File: src/rtl/spi_transmitter_if.sv
// Byte-producer handshake bundle for spi_transmitter.
//   i_data  : byte offered by the producer
//   i_valid : i_data is valid; held with i_data until accepted
//   o_ready : transmitter FIFO has room; a byte moves on any rising
//             clock edge where i_valid && o_ready
// master = producer side, slave = transmitter side.
interface spi_transmitter_if;
    logic [7:0] i_data;
    logic       i_valid;
    logic       o_ready;

    modport master (output i_data, output i_valid, input o_ready);
    modport slave  (input i_data, input i_valid, output o_ready);
endinterface

File: src/rtl/spi_transmitter.sv
// SPI controller-side byte transmitter (CPOL=0, CPHA=0, LSB first).
// Bytes arrive over a valid/ready handshake into a small circular FIFO.
// Each byte is sent as its own frame: o_select low, CLK_DIV setup cycles,
// then 8 bit periods of CLK_DIV high + CLK_DIV low on o_sclk, followed by
// GAP_CYCLES cycles with o_select high before the next byte is popped.
// Ports:
//   i_clock     : system clock, rising edge
//   i_reset_n   : asynchronous active-low reset
//   bus         : producer handshake (i_data, i_valid, o_ready)
//   o_sclk      : serial clock, idle low
//   o_dataOut   : serial data, changes on o_sclk falling edges
//   o_select    : active-low frame select
//   o_busy      : frame/gap in progress or FIFO non-empty
//   o_fifoCount : bytes currently buffered
module spi_transmitter #(
    parameter int CLK_DIV    = 2,
    parameter int FIFO_DEPTH = 4,
    parameter int GAP_CYCLES = 2
) (
    input  logic                        i_clock,
    input  logic                        i_reset_n,
    spi_transmitter_if.slave            bus,
    output logic                        o_sclk,
    output logic                        o_dataOut,
    output logic                        o_select,
    output logic                        o_busy,
    output logic [$clog2(FIFO_DEPTH):0] o_fifoCount
);

    localparam int PTR_W   = $clog2(FIFO_DEPTH);
    localparam int CNT_MAX = (CLK_DIV > GAP_CYCLES) ? CLK_DIV : GAP_CYCLES;
    localparam int CNT_W   = $clog2(CNT_MAX) + 1;

    localparam logic [CNT_W-1:0] DIV_LAST = CNT_W'(CLK_DIV - 1);
    localparam logic [CNT_W-1:0] GAP_LAST = CNT_W'(GAP_CYCLES - 1);
    localparam logic [PTR_W:0]   DEPTH_C  = (PTR_W + 1)'(FIFO_DEPTH);

    typedef enum logic [1:0] {IDLE, SETUP, SHIFT, GAP} state_t;

    state_t             state_q, state_d;
    logic [CNT_W-1:0]   cnt_q, cnt_d;      // shared divider / gap counter
    logic [2:0]         bit_q, bit_d;
    logic               phase_q, phase_d;  // 0: sclk high half, 1: low half
    logic [7:0]         shreg_q, shreg_d;
    logic               sclk_q, sclk_d;
    logic               dout_q, dout_d;
    logic               sel_q, sel_d;
    logic               busy_q, busy_d;
    logic [PTR_W:0]     count_q, count_d;
    logic [PTR_W-1:0]   wr_ptr_q, wr_ptr_d;
    logic [PTR_W-1:0]   rd_ptr_q, rd_ptr_d;
    logic [7:0]         mem_q [FIFO_DEPTH];

    logic push;
    logic pop;

    assign bus.o_ready = (count_q < DEPTH_C);
    assign push        = bus.i_valid && bus.o_ready;

    // Frame sequencer
    always_comb begin
        state_d = state_q;
        cnt_d   = cnt_q;
        bit_d   = bit_q;
        phase_d = phase_q;
        shreg_d = shreg_q;
        sclk_d  = sclk_q;
        dout_d  = dout_q;
        sel_d   = sel_q;
        pop     = 1'b0;

        unique case (state_q)
            IDLE: begin
                sclk_d = 1'b0;
                sel_d  = 1'b1;
                if (count_q != '0) begin
                    // Head byte is loaded and bit 0 presented in the same
                    // edge that drops select, so setup starts immediately.
                    pop     = 1'b1;
                    shreg_d = mem_q[rd_ptr_q];
                    dout_d  = mem_q[rd_ptr_q][0];
                    sel_d   = 1'b0;
                    cnt_d   = '0;
                    state_d = SETUP;
                end
            end
            SETUP: begin
                if (cnt_q == DIV_LAST) begin
                    cnt_d   = '0;
                    sclk_d  = 1'b1;
                    phase_d = 1'b0;
                    bit_d   = '0;
                    state_d = SHIFT;
                end else begin
                    cnt_d = cnt_q + 1'b1;
                end
            end
            SHIFT: begin
                if (cnt_q == DIV_LAST) begin
                    cnt_d = '0;
                    if (!phase_q) begin
                        // Falling edge: advance to the next bit. After the
                        // last bit a zero shifts in, which is harmless.
                        sclk_d  = 1'b0;
                        phase_d = 1'b1;
                        shreg_d = {1'b0, shreg_q[7:1]};
                        dout_d  = shreg_q[1];
                    end else if (bit_q == 3'd7) begin
                        sel_d   = 1'b1;
                        dout_d  = 1'b0;
                        state_d = GAP;
                    end else begin
                        bit_d   = bit_q + 3'd1;
                        sclk_d  = 1'b1;
                        phase_d = 1'b0;
                    end
                end else begin
                    cnt_d = cnt_q + 1'b1;
                end
            end
            GAP: begin
                if (cnt_q == GAP_LAST) begin
                    cnt_d   = '0;
                    state_d = IDLE;
                end else begin
                    cnt_d = cnt_q + 1'b1;
                end
            end
            default: state_d = IDLE;
        endcase
    end

    // FIFO bookkeeping
    always_comb begin
        count_d  = count_q;
        wr_ptr_d = wr_ptr_q;
        rd_ptr_d = rd_ptr_q;
        if (push) wr_ptr_d = wr_ptr_q + 1'b1;
        if (pop)  rd_ptr_d = rd_ptr_q + 1'b1;
        unique case ({push, pop})
            2'b10:   count_d = count_q + 1'b1;
            2'b01:   count_d = count_q - 1'b1;
            default: count_d = count_q;
        endcase
        // Registered busy reflects the post-edge state and count.
        busy_d = (state_d != IDLE) || (count_d != '0);
    end

    // Control registers
    always_ff @(posedge i_clock or negedge i_reset_n) begin
        if (!i_reset_n) begin
            state_q  <= IDLE;
            cnt_q    <= '0;
            bit_q    <= '0;
            phase_q  <= 1'b0;
            sclk_q   <= 1'b0;
            dout_q   <= 1'b0;
            sel_q    <= 1'b1;
            busy_q   <= 1'b0;
            count_q  <= '0;
            wr_ptr_q <= '0;
            rd_ptr_q <= '0;
        end else begin
            state_q  <= state_d;
            cnt_q    <= cnt_d;
            bit_q    <= bit_d;
            phase_q  <= phase_d;
            sclk_q   <= sclk_d;
            dout_q   <= dout_d;
            sel_q    <= sel_d;
            busy_q   <= busy_d;
            count_q  <= count_d;
            wr_ptr_q <= wr_ptr_d;
            rd_ptr_q <= rd_ptr_d;
        end
    end

    // Data storage; contents are only read once a valid pointer reaches them.
    always_ff @(posedge i_clock) begin
        if (push) mem_q[wr_ptr_q] <= bus.i_data;
        shreg_q <= shreg_d;
    end

    assign o_sclk      = sclk_q;
    assign o_dataOut   = dout_q;
    assign o_select    = sel_q;
    assign o_busy      = busy_q;
    assign o_fifoCount = count_q;

endmodule

File: src/flat_wrapper.sv
// flat-port wrapper written by rule: the top's interface ports become plain ports
module spi_transmitter_flat 
#(
    parameter int CLK_DIV    = 2,
    parameter int FIFO_DEPTH = 4,
    parameter int GAP_CYCLES = 2
)
  (i_clock, i_reset_n, o_sclk, o_dataOut, o_select, o_busy, o_fifoCount, bus_i_data, bus_i_valid, bus_o_ready);
  spi_transmitter_if bus_i ();
  input  logic i_clock;
  input  logic i_reset_n;
  output logic o_sclk;
  output logic o_dataOut;
  output logic o_select;
  output logic o_busy;
  output logic [$clog2(FIFO_DEPTH):0] o_fifoCount;
  input wire logic [$bits(bus_i.i_data)-1:0] bus_i_data;
  input wire logic [$bits(bus_i.i_valid)-1:0] bus_i_valid;
  output wire logic [$bits(bus_i.o_ready)-1:0] bus_o_ready;
  assign bus_i.i_data = bus_i_data;
  assign bus_i.i_valid = bus_i_valid;
  assign bus_o_ready = bus_i.o_ready;
  spi_transmitter #(.CLK_DIV(CLK_DIV), .FIFO_DEPTH(FIFO_DEPTH), .GAP_CYCLES(GAP_CYCLES)) u_core (.i_clock(i_clock), .i_reset_n(i_reset_n), .bus(bus_i), .o_sclk(o_sclk), .o_dataOut(o_dataOut), .o_select(o_select), .o_busy(o_busy), .o_fifoCount(o_fifoCount));
endmodule
File: config.mk
export PLATFORM = sky130hd
export DESIGN_NAME = spi_transmitter_flat
export DESIGN_NICKNAME = d
export VERILOG_FILES = /design/src/rtl/spi_transmitter_if.sv /design/src/rtl/spi_transmitter.sv /design/src/flat_wrapper.sv
export SDC_FILE = /design/constraint.sdc
export NUM_CORES = 1
export LEC_CHECK = 0
export CAP_MARGIN = 40
export CORE_MARGIN = 5
export CORE_UTILIZATION = 46
export CTS_CLUSTER_DIAMETER = 80
export DETAILED_ROUTE_END_ITERATION = 16
export GPL_TIMING_DRIVEN = 0
export PLACE_DENSITY = 0.7
export SETUP_SLACK_MARGIN = 0.1
export SYNTH_ARGS = -nofsm -noshare
export SYNTH_HDL_FRONTEND = slang
export SYNTH_SLANG_ARGS = --single-unit
File: constraint.sdc
create_clock -name i_clock -period 2.9 [get_ports i_clock]
set_clock_uncertainty 0.1 [all_clocks]
set_input_delay 0.58 -clock i_clock [delete_from_list [all_inputs] [get_ports i_clock]]
set_output_delay 0.58 -clock i_clock [all_outputs]
set_load 0.02 [all_outputs]
==> results.sh, run 1 <==
export IMPL_status="completed"
export IMPL_die_x_um=85.1
export IMPL_grt_max_degree=14
export IMPL_synthCells=172
export IMPL_area_growth_pct=19.3
export IMPL_multi_input_area_um2=880
export IMPL_cts_tree="done"
export IMPL_syn_nets=196
export IMPL_synth_edf_count=39
export IMPL_rows=27
export IMPL_grt_use_total=0.141
export IMPL_arrival_ns=2.80
export IMPL_peakVddDrop_uv=538
export IMPL_fillers=436
export IMPL_port_buffer_count=18
export IMPL_via_count=1476
export IMPL_start_util=0.471
export IMPL_dp_cells=263
export IMPL_synth_seq_cells=58
export IMPL_wl_per_cell_um=16.2
export IMPL_grt_pass1_wl_um=7710
export IMPL_tightestPinTransition_ns=0.511
export IMPL_p_leak_uw=0.00118
export IMPL_viasPerCell=5.29
export IMPL_clk_pin_slew_ns=0.06
export IMPL_yosysSeqAreaShare=0.636
export IMPL_synth_top_flop_cell="edfxtp_1"
export IMPL_max_cap_violations=0
export IMPL_wirelength_um=4520
export IMPL_hold_path_class="register to register"
export IMPL_synthArstFlopShare=0.328
export IMPL_fmax_mhz=370
export IMPL_first_pass_iters=4
export IMPL_routabilityCongestion=0.857
export IMPL_hold_viol_final=0
export IMPL_fin_cells=279
export IMPL_yosysWarnings=0
export IMPL_drc=0
export IMPL_crit_type="input pin to register"
export IMPL_power_density_nw_per_um2=1080
export IMPL_antenna_found_initial=0
export IMPL_final_nets=226
export IMPL_cp_end_kind="register"
export IMPL_startpoint_type="input pin"
export IMPL_grt_ovfl_total=0
export IMPL_rsz0062_at_grt="false"
export IMPL_seq_area_um2=1650
export IMPL_diodes=0
export IMPL_critPathMaxFanout=8
export IMPL_h_tree_depth=3
export IMPL_fp_coreArea_um2=5510
export IMPL_critPathRequiredTime_ns=3.00
export IMPL_mostFrequentLayoutCell="edfxtp_1"
export IMPL_numCtsBuffers=9
export IMPL_grt_pass1_vias=1635
export IMPL_post_route_util=0.561
export IMPL_clk_insertion_delay_late_ns=0.33
export IMPL_drt_iter0_markers=64
export IMPL_syn_cell_area_um2=2590
export IMPL_avgSynthCellArea_um2=15.1
export IMPL_ant_nets=0
export IMPL_drive_above_1_share=0.198
export IMPL_final_cell_mix="edfxtp_1, clkdlybuf4s50_1, dfrtp_1, inv_1, ha_1"
export IMPL_setup_viol=0
export IMPL_relSlewSlack=0.659
export IMPL_io_pins=19
export IMPL_die_h_um=85.1
export IMPL_dp_hpwl_um=3240
export IMPL_yosysUniqueCellTypes=38
export IMPL_cts_sinks=58
export IMPL_finalCritPeriodShare=0.931
export IMPL_drv_slew=0
export IMPL_clk_path_buf_depth=2
export IMPL_root_buffer="clkbuf_8"
export IMPL_die_area_um2=7240
export IMPL_min_period_ns=2.70
## cell usage after synthesis, types with 3 or more instances
master	count	area (µm²)
mux2_2	8	90.1
mux4_2	7	158
a21oi_1	4	20.0
a22o_1	5	43.8
nor2_1	8	30.0
o21ai_0	7	35.0
nand2_1	8	30.0
ha_1	12	150
xnor2_1	5	43.8
inv_1	13	48.8
nand3_1	3	15.0
buf_2	3	15.0
and2_1	5	31.3
nand2b_1	4	25.0
dfrtp_1	18	450
edfxtp_1	39	1170
## flip-flops by register name, indices dropped and copies added, names as in the netlist, 2 cells and up
register,flops
u_core.rd_ptr_q,2
u_core.state_q,2
u_core.mem_q,32
u_core.bit_q,3
u_core.cnt_q,2
u_core.o_fifoCount,3
u_core.wr_ptr_q,2
u_core.shreg_q,7
## final timing paths
check,to,cells past startpoint,slack [ns],startpoint
worst max-delay path,u_core.o_busy,11,0.20,bus_i_valid
worst min-delay path,u_core.o_sclk,2,0.42,u_core.o_sclk
worst max register to register,u_core.o_busy,10,0.24,u_core.o_fifoCount[0]
worst min register to register,u_core.o_sclk,2,0.42,u_core.o_sclk
max in group asynchronous,u_core.o_select,2,1.75,i_reset_n
min in group asynchronous,u_core.bit_q[0],1,0.44,i_reset_n
## layout make-up
| class | instances | share of cell area |
|---|---|---|
| plain buffers | 5 | 0.00728 |
| clock buffers | 9 | 0.0401 |
| clock inverters | 7 | 0.0271 |
| inverters | 13 | 0.0158 |
| multi-input cells | 96 | 0.284 |
| flip-flops and latches | 58 | 0.533 |
| well taps | 72 | 0.0291 |
| repair buffers | 19 | 0.0631 |
## power breakdown
part / total [µW] / internal (µW) / switching [µW]
registers: 1290 / 1170 / 120
logic: 1280 / 599 / 684
clock network: 774 / 473 / 301
## repair_timing
action | CTS | global route
gates resized for setup | 0 | 4
hold buffers | 0 | 0
setup endpoints to repair | 0 | 8
setup buffers | 0 | 0
## worst max-delay path, stage by stage
cell and delay [ns]:
clkdlybuf4s50_1 0.39, nor2b_1 0.13, clkbuf_1 0.18, inv_1 0.09
ha_1 0.17, inv_1 0.06, fa_1 0.37, xor2_1 0.15
nor2_1 0.11, xnor2_1 0.11, or4b_4 0.48
## per-layer routing
metal	vias to the layer above	global-route usage	wire, µm
met5	-	0	0
met4	0	0.0734	95
met3	9	0.0408	129
met2	22	0.230	2340
met1	752	0.169	1960
li1	693	-	-
## cells by family (layout without fill, tap and decap cells)
family | count (synthesis) | after routing | synth area share
adder cells (fa/ha/maj) | 13 | 13 | 0.0656
AO/OA/AOI/OAI | 25 | 25 | 0.0714
XOR/XNOR | 6 | 6 | 0.0203
flip-flops | 58 | 58 | 0.636
buffers and inverters | 18 | 53 | 0.0275
multiplexers | 17 | 17 | 0.104
AND/OR/NAND/NOR | 35 | 35 | 0.0758
## metrics by stage
| step | worst slack (ns) | instance area [µm²] | TNS (ns) | power (µW) | hold WS [ns] |
|---|---|---|---|---|---|
| after floorplan | 0.384 | 2590 | 0 | 2210 | 0.184 |
| after global placement | -0.107 | 2860 | -0.107 | 2490 | 0.389 |
| after detailed placement | -0.155 | 2880 | -0.155 | 2590 | 0.409 |
| after CTS | 0.162 | 3090 | 0 | 3370 | 0.426 |
| after global routing | 0.106 | 3090 | 0 | 3550 | 0.450 |
| final | 0.199 | 3090 | 0 | 3340 | 0.423 |
(Power assumes the default switching activity.)
==> inputs of run 2 (changes only) <==
--- a/config.mk
+++ b/config.mk
@@ -11,7 +11,7 @@
 export CTS_CLUSTER_DIAMETER = 80
 export DETAILED_ROUTE_END_ITERATION = 16
 export GPL_TIMING_DRIVEN = 0
-export PLACE_DENSITY = 0.7
+export PLACE_DENSITY = 0.62
 export SETUP_SLACK_MARGIN = 0.1
 export SYNTH_ARGS = -nofsm -noshare
 export SYNTH_HDL_FRONTEND = slang
==> results.sh, run 2 (synthesis gave the netlist of run 1 again) <==
export IMPL_grt_max_degree=17
export IMPL_port_buffer_count=18
export IMPL_p_leak_uw=0.00121
export IMPL_status="completed"
export IMPL_finalCritPeriodShare=0.906
export IMPL_fillers=447
export IMPL_grtUsageMet3=0.0330
export IMPL_fin_cells=282
export IMPL_holdWs_ns=0.363
export IMPL_critPathMaxFanout=10
export IMPL_wl_per_cell_um=15.9
export IMPL_min_period_ns=2.63
export IMPL_rsz0062_at_grt="false"
export IMPL_cts_tree="done"
export IMPL_clk_path_buf_depth=2
export IMPL_drv_slew=0
export IMPL_relSlewSlack=0.581
export IMPL_first_pass_iters=4
export IMPL_use_met2=0.220
export IMPL_drt_iter0_markers=106
export IMPL_root_buffer="clkbuf_8"
export IMPL_r2r_start="u_core.state_q[0]"
export IMPL_tightestPinTransition_ns=0.628
export IMPL_fmax_mhz=381
export IMPL_top_usage_layer="met2"
export IMPL_crit_type="register to register"
export IMPL_via_count=1462
export IMPL_start_util=0.471
export IMPL_clk_pin_slew_ns=0.07
export IMPL_die_x_um=85.1
export IMPL_die_area_um2=7240
export IMPL_critPathRequiredTime_ns=2.76
export IMPL_final_cell_mix="edfxtp_1, clkdlybuf4s50_1, dfrtp_1, inv_1, ha_1"
export IMPL_met1_usage=0.174
export IMPL_rr_worst_depth=7
export IMPL_power_density_nw_per_um2=1110
export IMPL_numCtsBuffers=9
export IMPL_r2r_end="u_core.shreg_q[2]"
export IMPL_io_pins=19
export IMPL_rows=27
export IMPL_routabilityCongestion=0.790
export IMPL_cp_end_kind="register"
export IMPL_viasPerCell=5.18
export IMPL_grt_pass1_vias=1558
export IMPL_ant_nets=0
export IMPL_drc=0
export IMPL_regMostFlops="u_core.mem_q"
export IMPL_dp_cells=263
export IMPL_grt_use_total=0.138
export IMPL_drive_above_1_share=0.238
export IMPL_max_cap_violations=0
export IMPL_clk_insertion_delay_late_ns=0.33
export IMPL_wirelength_um=4480
export IMPL_die_h_um=85.1
export IMPL_area_growth_pct=22.4
export IMPL_grt_pass1_wl_um=7610
export IMPL_fp_coreArea_um2=5510
export IMPL_cts_hold_buf=0
export IMPL_diodes=0
export IMPL_setup_viol=0
export IMPL_hold_path_class="input pin to async pin"
export IMPL_worst_r2r_setup_slack_ns=0.27
export IMPL_grt_ovfl_total=0
export IMPL_antenna_found_initial=0
export IMPL_largestRegisters="u_core.mem_q x32, u_core.shreg_q x7"
export IMPL_h_tree_depth=3
export IMPL_startpoint_type="register"
export IMPL_mostFrequentLayoutCell="edfxtp_1"
export IMPL_largest_reg_flops=32
export IMPL_cts_sinks=58
export IMPL_hold_viol_final=0
export IMPL_dp_hpwl_um=3090
export IMPL_arrival_ns=2.49
export IMPL_p_total_uw=3520
export IMPL_peakVddDrop_uv=514
export IMPL_final_nets=229
-- run 2: worst max-delay path, stage by stage (launching register included) --
cell	delay, ns
dfrtp_1	0.42
inv_2	0.11
buf_4	0.12
ha_1	0.23
buf_2	0.26
buf_1	0.39
nand2_1	0.09
a21oi_1	0.54
-- run 2: timing repair --
item	4_1_cts	5_1_grt
endpoints found under the setup margin	1	1
setup buffers	0	4
cloned	0	0
resized for setup	1	7
-- run 2: area by class of cell --
cell class                      count  area, µm²  area share
Sequential cell                    58       1650       0.520
Multi-Input combinational cell     96        901       0.284
Timing Repair Buffer               23        225      0.0710
Clock buffer                        9        124      0.0390
Clock inverter                      7        118      0.0371
Tap cell                           72       90.1      0.0284
Inverter                           13       48.8      0.0154
Buffer                              4       18.8     0.00591
-- run 2: power breakdown --
part	internal, µW	switching [µW]	leakage, µW	total (µW)
registers	1170	124	0.000589	1290
clock network	569	328	0.000113	897
logic	650	684	0.000509	1330
total	2390	1140	0.00121	3520
-- run 2: layer usage --
layer  share of wire  up-vias
li1                -      701
met1            0.46      727
met2            0.50       28
met3           0.035        6
met4           0.013        0
met5               0        -
-- run 2: metrics by stage --
stage                     area [µm²]  setup WS, ns  TNS (ns)  utilization
final                           3170         0.273         0        0.576
after global routing            3170         0.148         0        0.576
after CTS                       3120         0.107         0        0.567
after detailed placement        2880        -0.152    -0.152        0.523
after global placement          2860        -0.101    -0.101        0.520
after floorplan                 2590         0.384         0            -
-- run 2: how the worst max path moves through the flow --
| stage | from | to | slack, ns | cells after the start |
|---|---|---|---|---|
| 2_1_floorplan | bus_i_valid | u_core.o_busy | 0.38 | 10 |
| 3_3_place_gp | bus_i_valid | u_core.o_busy | -0.10 | 11 |
| 3_5_place_dp | bus_i_valid | u_core.o_busy | -0.15 | 11 |
| 4_1_cts | u_core.state_q[0] | u_core.o_busy | 0.11 | 11 |
| 5_1_grt | u_core.state_q[0] | u_core.shreg_q[2] | 0.15 | 7 |
| 6_report | u_core.state_q[0] | u_core.shreg_q[2] | 0.27 | 7 |
==> inputs of run 3 (changes only) <==
--- a/config.mk
+++ b/config.mk
@@ -12,7 +12,6 @@
 export DETAILED_ROUTE_END_ITERATION = 16
 export GPL_TIMING_DRIVEN = 0
 export PLACE_DENSITY = 0.62
-export SETUP_SLACK_MARGIN = 0.1
 export SYNTH_ARGS = -nofsm -noshare
 export SYNTH_HDL_FRONTEND = slang
 export SYNTH_SLANG_ARGS = --single-unit
==> results.sh, run 3 (synthesis gave the netlist of run 1 again) <==
export IMPL_status="completed"
export IMPL_grt_pass1_vias=1556
export IMPL_grt_pass1_wl_um=7600
export IMPL_fillers=451
export IMPL_largest_reg_flops=32
export IMPL_max_cap_violations=0
export IMPL_fin_tns_setup_ns=0
export IMPL_fp_coreArea_um2=5510
export IMPL_startpoint="bus_i_valid"
export IMPL_post_cts_setup_buffers=0
export IMPL_pre_cts_ws_ns=-0.152
export IMPL_port_buffer_count=18
export IMPL_startpoint_type="input pin"
export IMPL_hold_path_class="input pin to async pin"
export IMPL_fmax_mhz=371
export IMPL_viasPerCell=5.14
export IMPL_critPathRequiredTime_ns=3.00
export IMPL_p_int_uw=2340
export IMPL_wirelength_um=4390
export IMPL_antenna_found_initial=0
export IMPL_r2r_start="u_core.state_q[1]"
export IMPL_drive_above_1_share=0.203
export IMPL_setup_viol=0
export IMPL_r2r_end="u_core.o_busy"
export IMPL_routabilityCongestion=0.790
export IMPL_hold_viol_final=0
export IMPL_cp_end_kind="register"
export IMPL_regMostFlops="u_core.mem_q"
export IMPL_rr_worst_depth=11
export IMPL_critPathMaxFanout=8
export IMPL_dp_hpwl_um=3090
export IMPL_finalCritPeriodShare=0.930
export IMPL_rsz0062_at_grt="false"
export IMPL_largestRegisters="u_core.mem_q x32, u_core.shreg_q x7"
export IMPL_mostFrequentLayoutCell="edfxtp_1"
export IMPL_final_cell_mix="edfxtp_1, clkdlybuf4s50_1, dfrtp_1, inv_1, ha_1"
export IMPL_tightestPinTransition_ns=0.626
export IMPL_seqPwrFrac=0.374
export IMPL_drc=0
export IMPL_rows=27
export IMPL_fin_ws_ns=0.204
export IMPL_drt_iter0_markers=88
export IMPL_diodes=0
export IMPL_cts_sinks=58
export IMPL_die_area_um2=7240
export IMPL_grt_ovfl_total=0
export IMPL_combPwrFrac=0.368
export IMPL_clk_insertion_delay_late_ns=0.32
export IMPL_crit_type="input pin to register"
export IMPL_drv_slew=0
export IMPL_power_switching_uw=1110
export IMPL_swShare=0.322
export IMPL_root_buffer="clkbuf_8"
export IMPL_start_util=0.471
export IMPL_grt_use_total=0.138
export IMPL_die_h_um=85.1
export IMPL_clk_pin_slew_ns=0.07
export IMPL_ant_nets=0
export IMPL_p_clk_frac=0.259
export IMPL_first_pass_iters=4
export IMPL_relSlewSlack=0.582
export IMPL_io_pins=19
export IMPL_power_density_nw_per_um2=1100
export IMPL_worst_r2r_setup_slack_ns=0.21
export IMPL_via_count=1435
export IMPL_area_growth_pct=21.0
export IMPL_arrival_ns=2.80
export IMPL_min_period_ns=2.70
export IMPL_peakVddDrop_uv=510
export IMPL_clk_path_buf_depth=2
export IMPL_h_tree_depth=3
export IMPL_cp_endpoint="u_core.o_busy"
export IMPL_numCtsBuffers=9
export IMPL_final_nets=226
export IMPL_p_leak_uw=0.00119
export IMPL_grt_max_degree=17
export IMPL_die_x_um=85.1
export IMPL_wl_per_cell_um=15.7
export IMPL_cts_tree="done"
==> run 3: cell type report <==
type                       instances  area [µm²]  area share
clock buffer                       9         124      0.0395
sequential                        58        1650       0.525
inverter                          13        48.8      0.0156
buffer                             5        22.5     0.00718
multi-input combinational         96         891       0.284
timing repair buffer              19         195      0.0622
clock inverter                     7         118      0.0375
tap                               72        90.1      0.0287
==> run 3: per-layer routing <==
metal / routed length [µm] / track usage / vias to the layer above
met5: 0 / 0 / -
met4: 76 / 0.0734 / 0
met3: 167 / 0.0330 / 6
met2: 2170 / 0.218 / 28
met1: 1970 / 0.174 / 709
li1: - / - / 692
==> run 3: stage by stage <==
stage	cell area (µm²)	instances	utilization	hold slack (ns)	power, µW
after CTS	3120	279	0.566	0.355	3470
after global routing	3140	279	0.570	0.366	3700
after global placement	2860	262	0.520	0.389	2510
after detailed placement	2880	263	0.523	0.402	2570
after floorplan	2590	172	-	0.184	2210
final	3140	279	0.570	0.366	3460
==> run 3: timing repair <==
item                                    in CTS  in global routing
gates resized for setup                      0                  4
hold buffers                                 0                  0
endpoints found under the setup margin       0                  1
==> run 3: worst min path at each step <==
| stage | start | to | slack, ns | cells after the start |
|---|---|---|---|---|
| 5_1_grt | i_reset_n | u_core.bit_q[0] | 0.37 | 1 |
| 3_5_place_dp | u_core.o_sclk | u_core.o_sclk | 0.40 | 2 |
| 4_1_cts | i_reset_n | u_core.bit_q[2] | 0.35 | 1 |
| 6_report | i_reset_n | u_core.bit_q[0] | 0.37 | 1 |
| 2_1_floorplan | i_reset_n | u_core.bit_q[0] | 0.18 | 0 |
| 3_3_place_gp | u_core.o_sclk | u_core.o_sclk | 0.39 | 2 |
==> run 3: critical path, cell delays in order <==
cell and delay (ns):
clkdlybuf4s50_1 0.39, nor2b_1 0.12, clkbuf_1 0.17, inv_1 0.08
ha_1 0.17, inv_1 0.06, fa_1 0.37, xor2_1 0.15
nor2_1 0.11, xnor2_1 0.11, or4b_4 0.48
==> run 3: power groups by stage <==
stage               clock network (µW)  registers (µW)  logic (µW)
floorplan                            0            1320         891
CTS                                914            1290        1270
global route                       952            1320        1430
global placement                     0            1290        1220
finish                             895            1290        1270
detailed placement                   0            1300        1260
